## src/rtl/hazard_scoreboard.sv

```systemverilog
// ID/EX hazard scoreboard: shadows EX/MEM/WB and derives stall, flush and forwarding selects.
// Stall/flush/forward are same-cycle combinational; no backpressure beyond the stall it generates.
module hazard_scoreboard #(
  parameter int REG_W       = 5,
  parameter int FORWARD_EN  = 1,
  parameter int ZERO_REG_HW = 0,
  parameter int CNT_W       = 16
) (
  input  logic             clk,
  input  logic             rst,
  input  logic             id_valid,
  input  logic [REG_W-1:0] id_src1,
  input  logic [REG_W-1:0] id_src2,
  input  logic             id_two_source,
  input  logic             id_wb_en,
  input  logic             id_mem_read,
  input  logic [REG_W-1:0] id_dst,
  input  logic             ex_branch_taken,
  output logic             stall,
  output logic             flush_if_id,
  output logic             flush_id_ex,
  output logic [1:0]       fwd_sel_a,
  output logic [1:0]       fwd_sel_b,
  output logic [CNT_W-1:0] stall_count
);

  typedef struct packed {
    logic             v;
    logic             wb;
    logic             mr;
    logic [REG_W-1:0] dst;
    logic [REG_W-1:0] s1;
    logic [REG_W-1:0] s2;
    logic             two;
  } slot_t;

  slot_t            ex_q, mem_q, wb_q, id_slot;
  logic [CNT_W-1:0] cnt_q;
  logic             ex_hit, mem_hit, raw;

  function automatic logic writer_match(input slot_t x, input logic [REG_W-1:0] r);
    return x.v && x.wb && (x.dst == r) && !((ZERO_REG_HW != 0) && (r == '0));
  endfunction

  // Loads sitting in MEM have no data yet, so they are only ever forwarded from WB.
  function automatic logic [1:0] fwd_pick(input slot_t m, input slot_t w,
                                          input logic [REG_W-1:0] r);
    if (writer_match(m, r) && !m.mr) return 2'b01;
    if (writer_match(w, r))          return 2'b10;
    return 2'b00;
  endfunction

  always_comb begin
    id_slot = '{v: id_valid, wb: id_wb_en, mr: id_mem_read, dst: id_dst,
                s1: id_src1, s2: id_src2, two: id_two_source};
    ex_hit  = writer_match(ex_q, id_src1) | (id_two_source & writer_match(ex_q, id_src2));
    mem_hit = writer_match(mem_q, id_src1) | (id_two_source & writer_match(mem_q, id_src2));
    if (FORWARD_EN != 0) raw = id_valid & ex_q.mr & ex_hit;
    else                 raw = id_valid & (ex_hit | mem_hit);
  end

  always_comb begin
    stall       = raw & ~ex_branch_taken & ~rst;
    flush_if_id = ex_branch_taken & ~rst;
    flush_id_ex = ex_branch_taken & ~rst;
    fwd_sel_a   = 2'b00;
    fwd_sel_b   = 2'b00;
    if (!rst && (FORWARD_EN != 0) && ex_q.v) begin
      fwd_sel_a = fwd_pick(mem_q, wb_q, ex_q.s1);
      if (ex_q.two) fwd_sel_b = fwd_pick(mem_q, wb_q, ex_q.s2);
    end
  end

  always_ff @(posedge clk) begin
    if (rst) begin
      ex_q  <= '0;
      mem_q <= '0;
      wb_q  <= '0;
      cnt_q <= '0;
    end else begin
      mem_q <= ex_q;
      wb_q  <= mem_q;
      ex_q  <= (stall || flush_id_ex) ? '0 : id_slot;
      if (stall && (cnt_q != '1)) cnt_q <= cnt_q + {{(CNT_W-1){1'b0}}, 1'b1};
    end
  end

  assign stall_count = cnt_q;

endmodule

```

## config.mk

```make
export PLATFORM = sky130hd
export DESIGN_NAME = hazard_scoreboard
export DESIGN_NICKNAME = d
export VERILOG_FILES = /design/src/rtl/hazard_scoreboard.sv
export SDC_FILE = /design/constraint.sdc
export NUM_CORES = 1
export LEC_CHECK = 0
export ABC_CLOCK_PERIOD_IN_PS = 4200
export CORE_MARGIN = 3
export CORE_UTILIZATION = 33
export DETAILED_ROUTE_END_ITERATION = 8
export PLACE_DENSITY = 0.66
export SLEW_MARGIN = 40
export SYNTH_ARGS = -nofsm -noshare
export SYNTH_HDL_FRONTEND = slang
export SYNTH_SLANG_ARGS = --single-unit
```

## constraint.sdc

```tcl
create_clock -name clk -period 4.2 [get_ports clk]
set_clock_uncertainty 0.1 [all_clocks]
set_input_delay 0.63 -clock clk [delete_from_list [all_inputs] [get_ports clk]]
set_output_delay 0.63 -clock clk [all_outputs]
set_load 0.01 [all_outputs]
```

==> qor.log <==
qor: setup_path.path_max_fanout 7
qor: synthesis.synth_ff_type sky130_fd_sc_hd__dfxtp_1
qor: synthesis.most_frequent_cells_after_synthesis sky130_fd_sc_hd__dfxtp_1 (50), sky130_fd_sc_hd__and2_1 (20), sky130_fd_sc_hd__nor2b_1 (19)
qor: timing.timing.final.hold_violations 0
qor: pwr.switching_share 0.242
qor: final_layout.fin_area 2800 µm²
qor: final_layout.post_route_cells_drive_above_1_share 0.0686
qor: pwr.total_power 852 µW
qor: global_routing.grt_start_max_net_pins 36
qor: pwr.leakagePower 0.966 nW
qor: pwr.power_density 304 nW/µm²
qor: synthesis.synth.yosys.seq_area_share 0.456
qor: global_routing.grt.met2_usage 0.194
qor: drt.drcViolationCount 0
qor: timing.setup_violators_final 0
qor: drt.finalWirelength 4.61 mm
qor: timing.hold_ws 0.370 ns
qor: clock_network.deepest_level_of_the_cts_h_tree 2
qor: clock_network.cts_setup_buffers 0
qor: timing.setup_tns 0 ns
qor: timing.maxClockFrequency 316 MHz
qor: die.starting_utilization_of_the_core_area 0.343
qor: synthesis.synth.top_cells.by_area sky130_fd_sc_hd__dfxtp_1 (46%), sky130_fd_sc_hd__xnor2_1 (7.2%), sky130_fd_sc_hd__and2_1 (5.7%), sky130_fd_sc_hd__nor2b_1 (5.4%), sky130_fd_sc_hd__xor2_1 (4.8%)
qor: pwr.p_comb_frac 0.075
qor: drt.num_vias 1759
qor: placed_design.detailed_place.area 2700 µm²
qor: synthesis.synthArstFlopShare 0
qor: drt.first_iter_violations 60
qor: global_routing.gr_overflow_total 0
qor: setup_path.critPathSlowestCell sky130_fd_sc_hd__clkdlybuf4s50_1
qor: synthesis.synthDistinctLibCells 35
qor: timing.relSlewSlack 0.676
qor: drt.ant_nets 0
qor: final_layout.areaGrowthSynthToFinish 27.6%
qor: die.row_count 29
qor: synthesis.synthCells 232
qor: setup_path.cp_data_required_time 3.47 ns
qor: global_routing.grt_usage 0.126
qor: placed_design.place_congestion 0.809
qor: timing.final-max-slew-violation-count 0
qor: setup_path.timing.critical_path.mode_cell sky130_fd_sc_hd__clkdlybuf4s50_1
qor: die.num_io_pins 45
qor: clock_network.clock_tree.root_cell sky130_fd_sc_hd__clkbuf_8
qor: final_layout.antenna_cells_inserted 0
qor: pwr.vdd_ir_drop_max 0.153 mV
qor: pwr.p_sw 206 µW
qor: clock_network.cts.reportedPaths.clkPinSlew 0.10 ns
qor: run.max_cap_viol_count 0
qor: die.die-width 87.5 µm
qor: timing.setup_repair_after_global_routing_missed_its_margin no
qor: run_status.run_status finished clean
qor: timing.finalWorstPathRequiredPeriod 3.17 ns
qor: timing.worst_slew_pin_slew 0.481 ns
qor: die.fp.dieArea 7660 µm²
qor: final_layout.nets_final 299
qor: setup_path.type_of_the_worst_setup_path input pin to primary output
qor: global_routing.grt_most_used_layer met2
qor: placed_design.half_perimeter_wire_length_after_detailed_placement 3.49 mm
qor: setup_path.timing.critical_path.arrival 2.44 ns
qor: synthesis.synth.most_common_cell sky130_fd_sc_hd__dfxtp_1
qor: clock_network.cts.repair.resized 0
qor: timing.final_period_utilization 0.754
qor: clock_network.tritoncts_clock_tree yes
qor: pwr.seqPwrFrac 0.579
qor: worst_hold_path.min-delay-path-class flop to flop
qor: clock_network.clk-insertion-delay-late 0.31 ns
qor: synthesis.synth-edff-count 0
qor: clock_network.cts_inserted_buffers 5
qor: global_routing.initial_antenna_violation_count 0
qor: drt.routed_wire_length_per_instance 13.0 µm
qor: placed_design.io_buffer_count 44
qor: global_routing.globalRouteMet1Util 0.170
qor: setup_path.slowest_delay 0.57 ns
qor: synthesis.syn-num-nets 255
qor: synthesis.synth.top_cell.area_share 0.456
qor: synthesis.yosys_warnings 0
qor: global_routing.grt_util_met3 0.0312
qor: die.core_area 6390 µm²
qor: synthesis.syn_area 2190 µm²
qor: clock_network.ctsLongestPathBuffers 2
qor: clock_network.cts.sink_count 50
qor: setup_path.path_cells clkdlybuf4s50_1, nor2b_1, nand4_1, nor3_1, clkdlybuf4s50_1
qor: drt.drt_pass1_iterations 4
qor: final_layout.final_util 0.438
qor: synthesis.post_synthesis_sequential_element_count 50
qor: global_routing.grt_first_pass_wirelength 7.70 mm
qor: drt.number_of_vias_per_cell_after_detailed_routing 4.97
qor: pwr.internal_power 646 µW
qor: clock_network.cts_hold_repair.buffers 0
qor: setup_path.setup.worst_path.start_class input pin
qor: setup_path.end_kind primary output
qor: synthesis.largest_area_contributor_in_the_netlist sky130_fd_sc_hd__dfxtp_1
qor: global_routing.grt_pass1_vias 1639
qor: synthesis.synth.avg_cell_area 9.45 µm²
qor: die.fp.dieH 87.5 µm
qor: pwr.share_clk_of_total_power 0.346
through the flow:
step | setup slack (ns) | cells
6_report | 1.03 | 354
3_5_place_dp | 1.04 | 346
3_3_place_gp | 1.06 | 346
2_1_floorplan | 2.00 | 232
4_1_cts | 1.03 | 354
5_1_grt | 0.895 | 354
sequential cells by signal, summed over array words and instances (netlist names):
name and flops:
wb_q 7, ex_q 19, stall_count 16, mem_q 8
area by class of cell:
| class | instances | area [µm²] |
|---|---|---|
| clock buffers | 5 | 68.8 |
| clock inverters | 3 | 26.3 |
| fillers | 637 | 3590 |
| inverters | 3 | 11.3 |
| multi-input cells | 169 | 1130 |
| flip-flops and latches | 50 | 1000 |
| well taps | 77 | 96.3 |
| repair buffers | 47 | 463 |
worst paths after layout:
| check | from | to | slack [ns] | cells after the start |
|---|---|---|---|---|
| max | rst | fwd_sel_b[1] | 1.03 | 5 |
| min | mem_q[17] | wb_q[17] | 0.37 | 1 |
| max reg2reg | ex_q[18] | stall_count[15] | 1.88 | 5 |
| min reg2reg | mem_q[17] | wb_q[17] | 0.37 | 1 |
critical path: cells and delay by family:
family                 cells  cell delay (ns)
buffers and inverters      2             1.03
AND/OR/NAND/NOR            3             0.78
cells by family after synthesis:
kind of cell,share of synthesized area
AOI/OAI and AO/OA,0.0839
xor gates and xnor gates,0.120
adders and majority gates,0.00570
buffers and inverters,0.0308
DFF,0.456
muxes,0.00513
and+or+nand+nor,0.298
cells in the final DEF (no fill, tap or decap), types with 4 or more instances in the layout:
master | synthesis | final
sky130_fd_sc_hd__o21ai_0 | 9 | 9
sky130_fd_sc_hd__nand3_1 | 9 | 9
sky130_fd_sc_hd__clkbuf_8 | 0 | 5
sky130_fd_sc_hd__o31ai_1 | 6 | 6
sky130_fd_sc_hd__and2_1 | 20 | 20
sky130_fd_sc_hd__nor2_1 | 4 | 4
sky130_fd_sc_hd__nor2b_1 | 19 | 19
sky130_fd_sc_hd__dfxtp_1 | 50 | 50
sky130_fd_sc_hd__nor3_1 | 4 | 4
sky130_fd_sc_hd__or4_1 | 13 | 13
sky130_fd_sc_hd__xnor2_1 | 18 | 18
sky130_fd_sc_hd__nand4_1 | 9 | 9
sky130_fd_sc_hd__clkdlybuf4s50_1 | 0 | 44
sky130_fd_sc_hd__a21oi_1 | 13 | 13
sky130_fd_sc_hd__or3_1 | 7 | 7
sky130_fd_sc_hd__xor2_1 | 12 | 12
sky130_fd_sc_hd__nand2_1 | 7 | 7
metal layers:
metal,wire [µm],share of wire
met3,232,0.050
met2,2120,0.46
met5,0,0
met4,64,0.014
met1,2190,0.47
power by group through the flow:
stage	registers (mW)	logic [mW]	clock network [mW]
floorplan	0.502	0.0343	0
global route	0.495	0.0708	0.321
finish	0.493	0.0640	0.295
CTS	0.493	0.0651	0.302
detailed placement	0.504	0.0649	0
global placement	0.504	0.0640	0
Power figures use the tool's default switching activity.
